File: src/rtl/divisor_frecuencia_param_if.sv
// Control and output bundle for the multi-channel frequency divider.
// The master modport drives divisors, modes and enables; the slave modport is the divider.
interface divisor_frecuencia_param_if #(
    parameter int WIDTH   = 16,
    parameter int CANALES = 4
);
    logic [CANALES*WIDTH-1:0] donde;
    logic [CANALES-1:0]       modo;
    logic [CANALES-1:0]       habilitar;
    logic                     sincronizar;
    logic [CANALES-1:0]       clk_out;
    logic [CANALES-1:0]       tick;

    modport master (
        output donde, modo, habilitar, sincronizar,
        input  clk_out, tick
    );

    modport slave (
        input  donde, modo, habilitar, sincronizar,
        output clk_out, tick
    );
endinterface

File: src/rtl/divisor_frecuencia_param.sv
// Multi-channel programmable clock divider with shadowed divisor/mode per channel.
// New settings are loaded only at terminal count, while disabled, or on reset/sincronizar.
module divisor_frecuencia_param #(
    parameter int WIDTH   = 16,
    parameter int CANALES = 4
) (
    input  logic                     clk,
    input  logic                     reset,
    divisor_frecuencia_param_if.slave bus
);

    logic [CANALES-1:0][WIDTH-1:0] cuenta_q, cuenta_d;
    logic [CANALES-1:0][WIDTH-1:0] d_act_q,  d_act_d;
    logic [CANALES-1:0]            m_act_q,  m_act_d;
    logic [CANALES-1:0]            clk_out_q, clk_out_d;
    logic [CANALES-1:0]            tick_q,   tick_d;

    always_comb begin
        // NOTE: every next-state signal is given a default before any branch, so no latch is inferred.
        cuenta_d  = cuenta_q;
        d_act_d   = d_act_q;
        m_act_d   = m_act_q;
        clk_out_d = clk_out_q;
        tick_d    = '0;

        for (int i = 0; i < CANALES; i++) begin
            if (bus.sincronizar || !bus.habilitar[i]) begin
                // Idle or re-phasing: hold outputs low and keep the shadow tracking the inputs.
                cuenta_d[i]  = '0;
                clk_out_d[i] = 1'b0;
                tick_d[i]    = 1'b0;
                d_act_d[i]   = bus.donde[i*WIDTH +: WIDTH];
                m_act_d[i]   = bus.modo[i];
            end else if (cuenta_q[i] == d_act_q[i]) begin
                // Period boundary: the only point where a running channel accepts new settings.
                cuenta_d[i]  = '0;
                tick_d[i]    = 1'b1;
                clk_out_d[i] = m_act_q[i] ? 1'b1 : ~clk_out_q[i];
                d_act_d[i]   = bus.donde[i*WIDTH +: WIDTH];
                m_act_d[i]   = bus.modo[i];
            end else begin
                cuenta_d[i] = cuenta_q[i] + WIDTH'(1);
                tick_d[i]   = 1'b0;
                if (m_act_q[i]) begin
                    clk_out_d[i] = 1'b0;
                end
            end
        end
    end

    always_ff @(posedge clk) begin
        // NOTE: sequential state uses non-blocking assignments so all registers update together at the edge.
        if (reset) begin
            cuenta_q  <= '0;
            clk_out_q <= '0;
            tick_q    <= '0;
            m_act_q   <= bus.modo;
            for (int i = 0; i < CANALES; i++) begin
                d_act_q[i] <= bus.donde[i*WIDTH +: WIDTH];
            end
        end else begin
            cuenta_q  <= cuenta_d;
            d_act_q   <= d_act_d;
            m_act_q   <= m_act_d;
            clk_out_q <= clk_out_d;
            tick_q    <= tick_d;
        end
    end

    assign bus.clk_out = clk_out_q;
    assign bus.tick    = tick_q;

endmodule

File: src/flat_wrapper.sv
// flat-port wrapper written by rule: the top's interface ports become plain ports
module divisor_frecuencia_param_flat 
#(
    parameter int WIDTH   = 16,
    parameter int CANALES = 4
)
  (clk, reset, bus_donde, bus_modo, bus_habilitar, bus_sincronizar, bus_clk_out, bus_tick);
  divisor_frecuencia_param_if #(.WIDTH(WIDTH), .CANALES(CANALES)) bus_i ();
  input  logic clk;
  input  logic reset;
  input wire logic [$bits(bus_i.donde)-1:0] bus_donde;
  input wire logic [$bits(bus_i.modo)-1:0] bus_modo;
  input wire logic [$bits(bus_i.habilitar)-1:0] bus_habilitar;
  input wire logic [$bits(bus_i.sincronizar)-1:0] bus_sincronizar;
  output wire logic [$bits(bus_i.clk_out)-1:0] bus_clk_out;
  output wire logic [$bits(bus_i.tick)-1:0] bus_tick;
  assign bus_i.donde = bus_donde;
  assign bus_i.modo = bus_modo;
  assign bus_i.habilitar = bus_habilitar;
  assign bus_i.sincronizar = bus_sincronizar;
  assign bus_clk_out = bus_i.clk_out;
  assign bus_tick = bus_i.tick;
  divisor_frecuencia_param #(.WIDTH(WIDTH), .CANALES(CANALES)) u_core (.clk(clk), .reset(reset), .bus(bus_i));
endmodule
File: config.mk
export PLATFORM = sky130hd
export DESIGN_NAME = divisor_frecuencia_param_flat
export DESIGN_NICKNAME = d
export VERILOG_FILES = /design/src/rtl/divisor_frecuencia_param_if.sv /design/src/rtl/divisor_frecuencia_param.sv /design/src/flat_wrapper.sv
export SDC_FILE = /design/constraint.sdc
export NUM_CORES = 1
export LEC_CHECK = 0
export ABC_AREA = 1
export CORE_ASPECT_RATIO = 1.2
export CORE_MARGIN = 2
export CORE_UTILIZATION = 56
export DETAILED_ROUTE_END_ITERATION = 8
export GPL_TIMING_DRIVEN = 1
export PLACE_DENSITY = 0.79
export SLEW_MARGIN = 20
export SYNTH_ARGS = -nofsm -noshare
export SYNTH_HDL_FRONTEND = slang
export SYNTH_SLANG_ARGS = --single-unit
File: constraint.sdc
create_clock -name clk -period 1.85 [get_ports clk]
set_input_delay 0.37 -clock clk [delete_from_list [all_inputs] [get_ports clk]]
set_output_delay 0.37 -clock clk [all_outputs]
set_load 0.02 [all_outputs]
### Word level (Yosys, flattened, before mapping)

Cells that the tools add are included.

| word-level totals | value |
|---|---|
| logic and storage cells | 90 |
| bits of input ports | 75 |
| bits in registers | 140 |
| output and inout bits | 8 |

| operators by class | value |
|---|---|
| reductions and logical operators | 24 |
| equality and inequality tests | 4 |
| bitwise logic cells | 4 |
| add/sub/neg operators | 4 |
| muxes and demuxes | 34 |

Operators with widths:

| kind | count |
|---|---|
| $mux 16 | 8 |
| $add 16x1->16 const B | 4 |
| $eq 16x16->1 | 4 |
| $mux 64 | 1 |
| $mux 1 | 24 |
| $reduce_bool 3->1 | 4 |
| $reduce_or 3->1 | 4 |
| $reduce_bool 2->1 | 4 |
| $reduce_or 2->1 | 4 |
| $logic_not 1->1 | 4 |
| $logic_or 1x1->1 | 4 |
| $mux 4 | 1 |
| $not 1->1 | 4 |

### Logic depth before layout (Yosys ltp)

| logic depth | value |
|---|---|
| depth in word-level cells | 4 |
| gate-level depth with buffers | 11 |
| mapped depth without buffers | 10 |

### Worst setup path before layout

OpenSTA, ideal clock, no wires.

| timing | value |
|---|---|
| path kind | reg2reg |
| start | register u_core.cuenta_q[16] (netlist name) |
| end | register u_core.d_act_q[16] (netlist name) (enable) |
| required time | 1.538 ns |
| data arrival time | 1.201 ns |
| buffers on the path | 1 |
| path slack | 0.337 ns |
| library setup time | 0.312 ns |
| period minus slack after synthesis | 1.513 ns |
| stages on the path, launching flop included | 10 |
| cell sequence | dfxtp_1 > inv_1 > nand2_1 > nand2_1 > nor2_1 > nand2_1 > nor2_2 > nand2_2 > nand2_4 > buf_6 |

| on the way | value |
|---|---|
| word-level cells in the longest chain between the ends | 2 |

Ends and longest elaborated chain:

| item | RTL line | RTL |
|---|---|---|
| start, declared | divisor_frecuencia_param.sv:12 | `logic [CANALES-1:0][WIDTH-1:0] cuenta_q, cuenta_d;` |
| start signal, assigned | divisor_frecuencia_param.sv:62 | `cuenta_q <= cuenta_d;` |
| $eq 16x16->1 | divisor_frecuencia_param.sv:34 | `end else if (cuenta_q[i] == d_act_q[i]) begin` |
| $reduce_bool 3->1 (no source line) | n/a |  |
| end signal, assigned by index | divisor_frecuencia_param.sv:59 | `d_act_q[i] <= bus.donde[i*WIDTH +: WIDTH];` |
| end signal, assigned | divisor_frecuencia_param.sv:63 | `d_act_q <= d_act_d;` |
| end, declared | divisor_frecuencia_param.sv:13 | `logic [CANALES-1:0][WIDTH-1:0] d_act_q, d_act_d;` |

No other way between the ends.
A chain may end at the register's enable or synchronous reset.

### Final worst setup path

| timing | value |
|---|---|
| start | register u_core.clk_out_q[0], in the netlist u_core.bus.clk_out[0] |
| end | output port bus_clk_out[0] |

RTL lines:

| item | RTL line | RTL |
|---|---|---|
| start, declared | divisor_frecuencia_param.sv:15 | `logic [CANALES-1:0] clk_out_q, clk_out_d;` |
| start signal, assigned | divisor_frecuencia_param.sv:65 | `clk_out_q <= clk_out_d;` |
| end, declared | flat_wrapper.sv:15 | `output wire logic [$bits(bus_i.clk_out)-1:0] bus_clk_out;` |

No word-level cell between the ends.

==> results by group <==
Worst setup path
  – RR Startpoint: u_core.cuenta_q[16]
  – Reg2Reg Depth: 10
  – Worst endpoint required time: 1.48 ns
  – Worst setup path class: flip-flop to primary output
  – Largest delay share family, worst path: buffers and inverters
  – Crit-path slowest cell: clkdlybuf4s50_1
  – Worst path bufs/invs: 1
  – Endpoint kind of the worst setup timing path: primary output
  – Critical Path Start: u_core.bus.clk_out[0]
  – Worst Path Max Fanout: 2
  – Slowest stage delay, CP: 0.62 ns
  – Critical Path Start Type: flip-flop
  – Crit path depth: 1
  – Worst-path cell chain: clkdlybuf4s50_1
  – WP data arrival: 1.43 ns

Placement
  – Placed Cells: 1091
  – Worst slack, placed: -0.0944 ns
  – # port buffers: 82
  – Final Wtd Congestion: 0.822
  – Placed wire-length estimate: 8750 um
  – Post-DP Area: 7690 sq um

CTS
  – Root Buffer: clkbuf_16
  – CTS tree: built
  – Clk sinks: 140
  – H-Tree Depth: 4
  – Hold buffer count at cts: 0
  – Worst-path clk slew: 0.06 ns
  – Cts bufs inserted: 17
  – Max clock buf depth: 2
  – Clock latency at the later pin of the worst-skew pair: 0.43 ns

Floorplan
  – Die height: 123 um
  – Initial core utilization: 57.2%
  – Die Wd: 103 um
  – Row Count: 43
  – I/O pins: 83
  – Core Area: 11500 sq um
  – Die Area: 12700 sq um

Detailed routing
  – Final WL: 12700 um
  – Pre-Repair DR Iteration Count: 5
  – DRC: 0
  – Starting DRC count in detailed routing: 279
  – WL/cell: 11.3 um
  – Vias/cell: 4.73
  – Via count: 5312
  – Antenna viol nets, final: 0

Min path
  – Hold path startpoint: u_core.cuenta_q[61]
  – Worst hold-check path type: flip-flop to flip-flop
  – Hold path depth: 2

Timing
  – Period minus WS final: 1.80 ns
  – Slew of the pin with the lowest slew margin: 0.460 ns
  – Clock skew: 0.00537 ns
  – Endpoints failing setup: 0
  – Setup TNS Final: 0 ns
  – RSZ-0062 raised after global routing: false
  – Final clock period utilization by the worst path: 97.2%
  – Worst setup margin: 0.0522 ns
  – Slew HR: 69.1%
  – Hold Vio Cnt, Final: 0
  – WHS: 0.483 ns
  – Max Freq: 556 MHz
  – Final Max Tran Viols: 0

Logic synthesis
  – Syn avg cell area: 7.87 sq um
  – Syn Std Cell Area: 6590 sq um
  – Synthesized flop and latch total: 140
  – Synth cell types: 26
  – Synthesized Nets: 917
  – Post-synthesis sequential area ratio: 52.8%
  – Yosys top cell by area: edfxtp_1
  – Cells after Synth: 838
  – Area contributors post-synth: edfxtp_1, dfxtp_1, nand2_1
  – Post-synth top area share: 31.0%
  – Synth warn: 0

Flow run
  – Max Cap Violations: 0

Finish
  – Nets: 1032
  – Ant. Diodes: 0
  – Area delta synth->final: 27.2%
  – Share of layout cells above drive strength 1: 8.80%
  – Finished Cell Area: 8380 sq um
  – Finished Layout Cells: 1123

Global routing
  – Initial antenna violation count: 0
  – Pin count of the biggest net entering global routing: 34
  – Vias in the first global route: 4834
  – First-pass GRT wire length: 20600 um
  – Grt ovf: 0
  – Total GRT Usage: 21.2%

Power
  – Lkg Pwr: 3.36 nW
  – Worst vdd ir: 719 uV
  – PD cells: 887 nW/um^2

Status
  – Status: finished, final reports clean
[sequential cells by signal, summed over array words and instances (netlist names)]
name                cells
u_core.bus.clk_out      4
u_core.bus.tick         4
u_core.cuenta_q        64
u_core.d_act_q         64
u_core.m_act_q          4
[power by group]
group          internal, mW  switching (mW)  total, mW
clock network          2.35            1.28       3.63
logic                 0.223           0.161      0.384
registers              3.37          0.0567       3.42
total                  5.94            1.49       7.44
[metal layers]
metal	up-vias	share of wire [%]	track usage (%)	routed length (um)
li1	2809	-	-	-
met1	2366	43	25.0	5500
met2	116	50	36.5	6310
met3	21	5.1	5.41	647
met4	0	1.6	8.88	208
met5	-	0	0	0
[metrics by stage]
| step | total power [mW] | utilization (%) |
|---|---|---|
| floorplan | 3.65 | - |
| global placement | 3.85 | 66.8 |
| detailed placement | 3.86 | 66.8 |
| CTS | 7.49 | 72.5 |
| global route | 7.66 | 72.8 |
| finish | 7.44 | 72.8 |
[worst paths after layout]
check | endpoint | slack, ns
worst max register to register | u_core.cuenta_q[22] | 0.18
worst min register to register | u_core.cuenta_q[61] | 0.48
worst max-delay path | bus_clk_out[0] | 0.05
worst min-delay path | u_core.cuenta_q[61] | 0.48
[cells by family (layout without fill, tap and decap cells)]
group	count (synthesis)	after routing	synth area share (%)
AO/OA/AOI/OAI	33	33	2.52
XOR/XNOR	31	31	4.12
adder cells (fa/ha/maj)	4	4	0.759
buffers and inverters	155	283	9.40
flip-flops	140	140	52.8
AND/OR/NAND/NOR	475	475	30.4
[cells in the final DEF (no fill, tap or decap), drive strengths merged]
cell type      Yosys  routed
clkinv             0       4
dfxtp             72      72
ha                 4       4
nor3              23      23
buf                5      19
nand4             15      15
a31oi              1       1
bufinv             0       1
a21oi             24      24
nor2             125     125
nand2            283     283
inv              150     152
xor2              27      27
o21ai              8       8
nand3             28      28
clkbuf             0      25
or2                1       1
xnor2              4       4
edfxtp            68      68
clkdlybuf4s50      0      82
[tightest hold or removal path: stages, from the launching register on]
cell and delay [ns]:
dfxtp_1 0.32, nand2_1 0.06, a21oi_1 0.05
[cell usage after synthesis]
cell type / count
nand2_1: 275
inv_1: 146
nor2_1: 106
dfxtp_1: 72
edfxtp_1: 68
nand3_1: 27
xor2_1: 27
a21oi_1: 24
nor3_1: 21
nor2_2: 18
nand4_1: 15
o21ai_0: 8
ha_1: 4
inv_2: 4
nand2_2: 4
nand2_4: 4
xnor2_1: 4
buf_6: 3
a31oi_1: 1
buf_4: 1
buf_8: 1
nand3_2: 1
nor2_4: 1
nor3_2: 1
nor3_4: 1
or2_0: 1
[layout make-up]
class / count / area [sq um]
Clock buffer: 25 / 592
Clock inverter: 7 / 62.6
Fill cell: 903 / 3130
Inverter: 150 / 563
Multi-Input combinational cell: 543 / 2520
Sequential cell: 140 / 3480
Tap cell: 157 / 196
Timing Repair Buffer: 101 / 963
[timing repair]
action                     in CTS  in global routing
setup endpoints to repair       0                 88
gates resized for setup         0                  4
buffers inserted                0                  0
(Power assumes the default switching activity.)
